--- config.mk ---
export PLATFORM = sky130hd
export DESIGN_NAME = in_driver
export DESIGN_NICKNAME = d
export VERILOG_FILES = /design/src/rtl/in_driver_pkg.sv /design/src/rtl/in_debounce.sv /design/src/rtl/in_driver.sv
export SDC_FILE = /design/constraint.sdc
export NUM_CORES = 1
export LEC_CHECK = 0
export BUFFER_PORTS_ARGS = -buffer_cell sky130_fd_sc_hd__buf_2
export CORE_AREA = 4 4 158 160
export DETAILED_ROUTE_END_ITERATION = 8
export DIE_AREA = 0 0 162 164
export SLEW_MARGIN = 25
export SYNTH_ARGS = -nofsm -noshare
export SYNTH_HDL_FRONTEND = slang
export SYNTH_SLANG_ARGS = --single-unit
--- constraint.sdc ---
create_clock -name clk -period 2.3 [get_ports clk]
set_input_delay 0.46 -clock clk [delete_from_list [all_inputs] [get_ports clk]]
set_output_delay 0.46 -clock clk [all_outputs]
set_load 0.02 [all_outputs]
--- src/rtl/in_driver_pkg.sv ---
// Shared constants and types for the in_driver memory-mapped input port.
package in_driver_pkg;
    localparam int PORT_W = 16;

    typedef logic [PORT_W-1:0] port_t;

    localparam logic [31:0] DATA_ADDR = 32'd12;
    localparam logic [31:0] FLAG_ADDR = 32'd16;
    localparam logic [31:0] MASK_ADDR = 32'd20;
    localparam logic [31:0] EDGE_ADDR = 32'd24;
endpackage

--- src/rtl/in_debounce.sv ---
// Single-bit debounce filter: the state follows sync_in only after it has
// differed for DEBOUNCE_CYCLES consecutive cycles. changed pulses on the flip cycle.
module in_debounce
    import in_driver_pkg::*;
#(
    parameter int DEBOUNCE_CYCLES = 4
) (
    input  logic clk,
    input  logic reset,
    input  logic sync_in,
    output logic state_out,
    output logic changed
);
    localparam logic [7:0] LAST = 8'(DEBOUNCE_CYCLES - 1);

    logic [7:0] cnt_q, cnt_d;
    logic       state_q, state_d;

    always_comb begin
        cnt_d   = cnt_q;
        state_d = state_q;
        changed = 1'b0;
        if (sync_in == state_q) begin
            cnt_d = '0;
        end else if (cnt_q == LAST) begin
            state_d = ~state_q;
            cnt_d   = '0;
            changed = 1'b1;
        end else begin
            cnt_d = cnt_q + 8'd1;
        end
    end

    always_ff @(posedge clk or negedge reset) begin
        if (!reset) begin
            cnt_q   <= '0;
            state_q <= 1'b0;
        end else begin
            cnt_q   <= cnt_d;
            state_q <= state_d;
        end
    end

    assign state_out = state_q;
endmodule

--- src/rtl/in_driver.sv ---
// Memory-mapped 16-bit debounced input port with sticky change flags and masked irq.
// Define IN_DRIVER_EDGE_SELECT_EN to add the per-bit edge-select register at EDGE_ADDR.
module in_driver
    import in_driver_pkg::*;
#(
    parameter int DEBOUNCE_CYCLES = 4
) (
    input  logic        clk,
    input  logic        reset,
    input  logic [15:0] IO_pins,
    input  logic [31:0] adress,
    input  logic        rd_en,
    input  logic        wr_en,
    input  logic [31:0] bus_in,
    output logic [31:0] bus_out,
    output logic        irq
);
    port_t       sync1_q, sync1_d;
    port_t       sync2_q, sync2_d;
    port_t       flags_q, flags_d;
    port_t       mask_q, mask_d;
    port_t       state, changed, flag_set, flag_clr;
    logic [31:0] bus_q, bus_d;
    logic        irq_q, irq_d;
    logic        unused_bus_hi;

`ifdef IN_DRIVER_EDGE_SELECT_EN
    port_t       edge_q, edge_d;
`endif

    assign unused_bus_hi = &{1'b0, bus_in[31:16]};

    for (genvar i = 0; i < PORT_W; i++) begin : g_deb
        in_debounce #(
            .DEBOUNCE_CYCLES(DEBOUNCE_CYCLES)
        ) u_deb (
            .clk      (clk),
            .reset    (reset),
            .sync_in  (sync2_q[i]),
            .state_out(state[i]),
            .changed  (changed[i])
        );
    end

    always_comb begin
        sync1_d = IO_pins;
        sync2_d = sync1_q;

`ifdef IN_DRIVER_EDGE_SELECT_EN
        // Pre-flip state 0 means a rising change; edge_sel picks which direction flags.
        flag_set = changed & ~(state ^ edge_q);
        edge_d   = (wr_en && adress == EDGE_ADDR) ? bus_in[15:0] : edge_q;
`else
        flag_set = changed;
`endif

        // Clear only what this read returns; a same-cycle set survives.
        flag_clr = (rd_en && adress == FLAG_ADDR) ? flags_q : '0;
        flags_d  = (flags_q & ~flag_clr) | flag_set;

        mask_d = (wr_en && adress == MASK_ADDR) ? bus_in[15:0] : mask_q;

        bus_d = bus_q;
        if (rd_en) begin
            case (adress)
                DATA_ADDR: bus_d = {16'h0, state};
                FLAG_ADDR: bus_d = {16'h0, flags_q};
                MASK_ADDR: bus_d = {16'h0, mask_q};
`ifdef IN_DRIVER_EDGE_SELECT_EN
                EDGE_ADDR: bus_d = {16'h0, edge_q};
`endif
                default:   bus_d = 32'h0;
            endcase
        end

        irq_d = |(flags_q & mask_q);
    end

    always_ff @(posedge clk or negedge reset) begin
        if (!reset) begin
            sync1_q <= '0;
            sync2_q <= '0;
            flags_q <= '0;
            mask_q  <= '0;
            bus_q   <= '0;
            irq_q   <= 1'b0;
`ifdef IN_DRIVER_EDGE_SELECT_EN
            edge_q  <= '0;
`endif
        end else begin
            sync1_q <= sync1_d;
            sync2_q <= sync2_d;
            flags_q <= flags_d;
            mask_q  <= mask_d;
            bus_q   <= bus_d;
            irq_q   <= irq_d;
`ifdef IN_DRIVER_EDGE_SELECT_EN
            edge_q  <= edge_d;
`endif
        end
    end

    assign bus_out = bus_q;
    assign irq     = irq_q;
endmodule

==> flow_summary_export.csv <==
group,metric,value,unit
layout,nets,1055,
floorplan,core_area,23400,µm²
sta,max_freq,0.583,GHz
floorplan,initial_core_util,41.5,%
yosys,syn_area,9710,µm²
layout,n_antenna_cell,0,
yosys,ys_types,32,
power_and_ir_drop,power.switching,3.23,mW
yosys,ys_ff_latch,225,
critical_path,crit_start,"g_deb[0].u_deb.cnt_q[0]$_DFF_PN0_",
critical_path,ff2ff_path_depth,5,
job,drv_cap,0,
critical_path,required,2690,ps
power_and_ir_drop,power,11.2,mW
detailed_routing,drtAntennaViolNets,0,
detailed_routing,vias,6359,
grt,grt_max_degree,67,
yosys,synthArstFlopShare,100,%
power_and_ir_drop,switching_share,29.0,%
layout,drive_gt1_share,17.9,%
placed_design,hpwlAfterDp,13300,µm
min_path,hold_path_depth,1,
critical_path,cp_slowest_stage_delay,420,ps
yosys,syn_inst,843,
min_path,hold_path.class,"in -> reg",
placed_design,place_congestion,0.824,
sta,worstMarginPinSlew,526,ps
sta,fin_setup_tns,0,ps
sta,max_slew_margin,64.9,%
critical_path,reg2reg_to,"g_deb[0].u_deb.cnt_q[3]$_DFF_PN0_",
placed_design,io_buffer_count,84,
yosys,syn_area_per_cell,11.5,µm²
clocking,cts.sinks,225,
layout,syn_to_final_growth,18.0,%
layout,fill_cells,2137,
power_and_ir_drop,seq_power_share,46.6,%
sta,fin_crit,1710,ps
min_path,hold_path_end,"sync1_q[2]$_DFF_PN0_",
sta,finClkSkew,6.24,ps
floorplan,die_area,26600,µm²
yosys,synth-edff-count,0,
clocking,insertion_delay,510,ps
detailed_routing,wl,19200,µm
floorplan,num_rows,56,
yosys,synth_top_area_cell,"dfrtp_1",
critical_path,path_max_fanout,7,
yosys,synth_most_common_cell,"dfrtp_1",
critical_path,arrival,2110,ps
sta,rsz0062_at_grt,"no",
sta,period_share,74.6,%
clocking,clockBufferDepth,3,
critical_path,path_cells,"ha_1 -> nor4b_1 -> nand2_1 -> nand2_1 -> nor2_1",
sta,setup_viol_count_final,0,
clocking,cts_resized,0,
grt,grt_antenna_before_repair,0,
min_path,hp-start,"IO_pins[2]",
sta,final_hold_viol_count,0,
power_and_ir_drop,vdd_drop_max,0.410,mV
critical_path,critPathCaptureType,"flip-flop",
power_and_ir_drop,p_leak,5.43,nW
critical_path,rr_startpoint,"g_deb[0].u_deb.cnt_q[0]$_DFF_PN0_",
sta,setup_ws,585,ps
floorplan,io_pins,117,
power_and_ir_drop,pwr-share-clk,37.2,%
placed_design,place_ws,288,ps
critical_path,worst-r2r-setup-slack,590,ps
clocking,clkTransAtPathRegs,60,ps
power_and_ir_drop,internal-power,7.92,mW
yosys,synth.area.top_cells,"dfrtp_1 (58%), xor2_1 (8.7%), nor2_1 (4.4%)",
detailed_routing,vias_per_cell,4.92,
detailed_routing,routedWlPerCell,14.9,µm
critical_path,startpoint_type,"flip-flop",
clocking,post_cts_buffers,0,
floorplan,die_h,164,µm
clocking,root_buffer,"clkbuf_16",
critical_path,cp_slowest_cell,"dfrtp_1",
grt,grt_pass1_wl,32500,µm
detailed_routing,drt_iter0_markers,279,
critical_path,crit_top_cell,"nand2_1",
grt,grt_pass1_vias,6436,
yosys,synthDominantCellAreaShare,58.0,%
critical_path,path_class,"reg -> reg",
grt,track_usage,14.8,%
grt,grt-ovfl-total,0,
clocking,cts_htree_levels,1,
power_and_ir_drop,combPwrFrac,16.3,%
clocking,cts_tree,"done",
detailed_routing,dr.pass1.iters,4,
detailed_routing,drc,0,
status,outcome,"completed",
power_and_ir_drop,power_density,974,nW/µm²
sta,timing.final.max_slew_violations,0,
yosys,synth_top_flop_cell,"dfrtp_1",
clocking,cts-buffers-inserted,26,
yosys,yosys_warnings,0,
yosys,synth_common_cells,"dfrtp_1 (225), nor2_1 (113), xor2_1 (96), nand3_1 (80), nand2_1 (48)",
yosys,ys_seq_area_share,58.0,%
floorplan,die_w,162,µm
-- area by class of cell --
type / count / area (µm²) / share of cell area [%]
flip-flops and latches: 225 / 5630 / 49.2
multi-input cells: 587 / 3880 / 33.9
clock buffers: 37 / 783 / 6.84
repair buffers: 99 / 596 / 5.20
well taps: 319 / 399 / 3.49
clock inverters: 10 / 103 / 0.896
inverters: 16 / 60.1 / 0.524
-- registers in the layout (all words and copies together), names as in the netlist --
name	count
bus_out	16
flags_q	16
g_deb.u_deb.cnt_q	128
g_deb.u_deb.state_out	16
irq	1
mask_q	16
sync1_q	16
sync2_q	16
-- critical path, delay by kind of cell (launching register included) --
kind	cells	cell delay, ps
flip-flops	1	420
AND/OR/NAND/NOR	4	910
adder cells (fa/ha/maj)	1	260
-- routing by layer --
metal | part of all wire [%] | vias to the layer above | GRT usage [%]
li1 | - | 3133 | -
met1 | 47 | 3116 | 20.6
met2 | 47 | 82 | 24.7
met3 | 3.1 | 28 | 2.21
met4 | 2.0 | 0 | 3.58
met5 | 0 | - | 0
-- logic make-up after synthesis --
| family | after synthesis | synth area share (%) |
|---|---|---|
| muxes | 48 | 5.36 |
| adders and majority gates | 16 | 2.06 |
| DFF | 225 | 58.0 |
| xor gates and xnor gates | 112 | 10.1 |
| AOI/OAI and AO/OA | 57 | 4.92 |
| and+or+nand+nor | 338 | 16.9 |
| buffers and inverters | 46 | 2.60 |
| other | 1 | 0.0386 |
-- stage by stage --
| step | hold WS, ps | cell area (µm²) | std cells | util, % |
|---|---|---|---|---|
| global placement | 332 | 10600 | 1245 | 45.1 |
| CTS | 17.3 | 11500 | 1293 | 48.9 |
| detailed placement | 335 | 10600 | 1245 | 45.1 |
| floorplan | 164 | 9760 | 858 | - |
| global route | 25.2 | 11500 | 1293 | 48.9 |
| finish | 45.1 | 11500 | 1293 | 48.9 |
-- power by group through the flow --
| stage | clock (mW) | combinational, mW | sequential, mW |
|---|---|---|---|
| 5_1_grt | 4.43 | 2.08 | 5.30 |
| 6_report | 4.15 | 1.81 | 5.19 |
| 4_1_cts | 4.28 | 1.85 | 5.19 |
| 2_1_floorplan | 0 | 1.37 | 5.08 |
| 3_5_place_dp | 0 | 1.84 | 5.25 |
| 3_3_place_gp | 0 | 1.81 | 5.25 |
-- worst max path at each step --
stage,end,slack [ps],depth (start not counted)
2_1_floorplan,mask_q[10]$_DFFE_PN0P_,480,6
3_3_place_gp,mask_q[13]$_DFFE_PN0P_,290,6
3_5_place_dp,mask_q[12]$_DFFE_PN0P_,290,6
4_1_cts,g_deb[0].u_deb.cnt_q[3]$_DFF_PN0_,590,5
5_1_grt,g_deb[12].u_deb.cnt_q[2]$_DFF_PN0_,410,5
6_report,g_deb[0].u_deb.cnt_q[3]$_DFF_PN0_,590,5
-- timing repair --
action | 4_1_cts | 5_1_grt
endpoints found under the hold margin | 60 | 0
hold buffers | 1 | 0
setup endpoints to repair | 0 | 0
-- layout by cell type, fill, tap and decap left out, types with 17 or more instances in the layout --
cell	instances
dfrtp_1	225
nor2_1	113
xor2_1	96
buf_2	83
nand3_1	80
nand2_1	48
and3_1	45
mux2_2	32
clkbuf_16	27
nor3_1	17
Note: power is estimated with default switching activity, not from simulation.
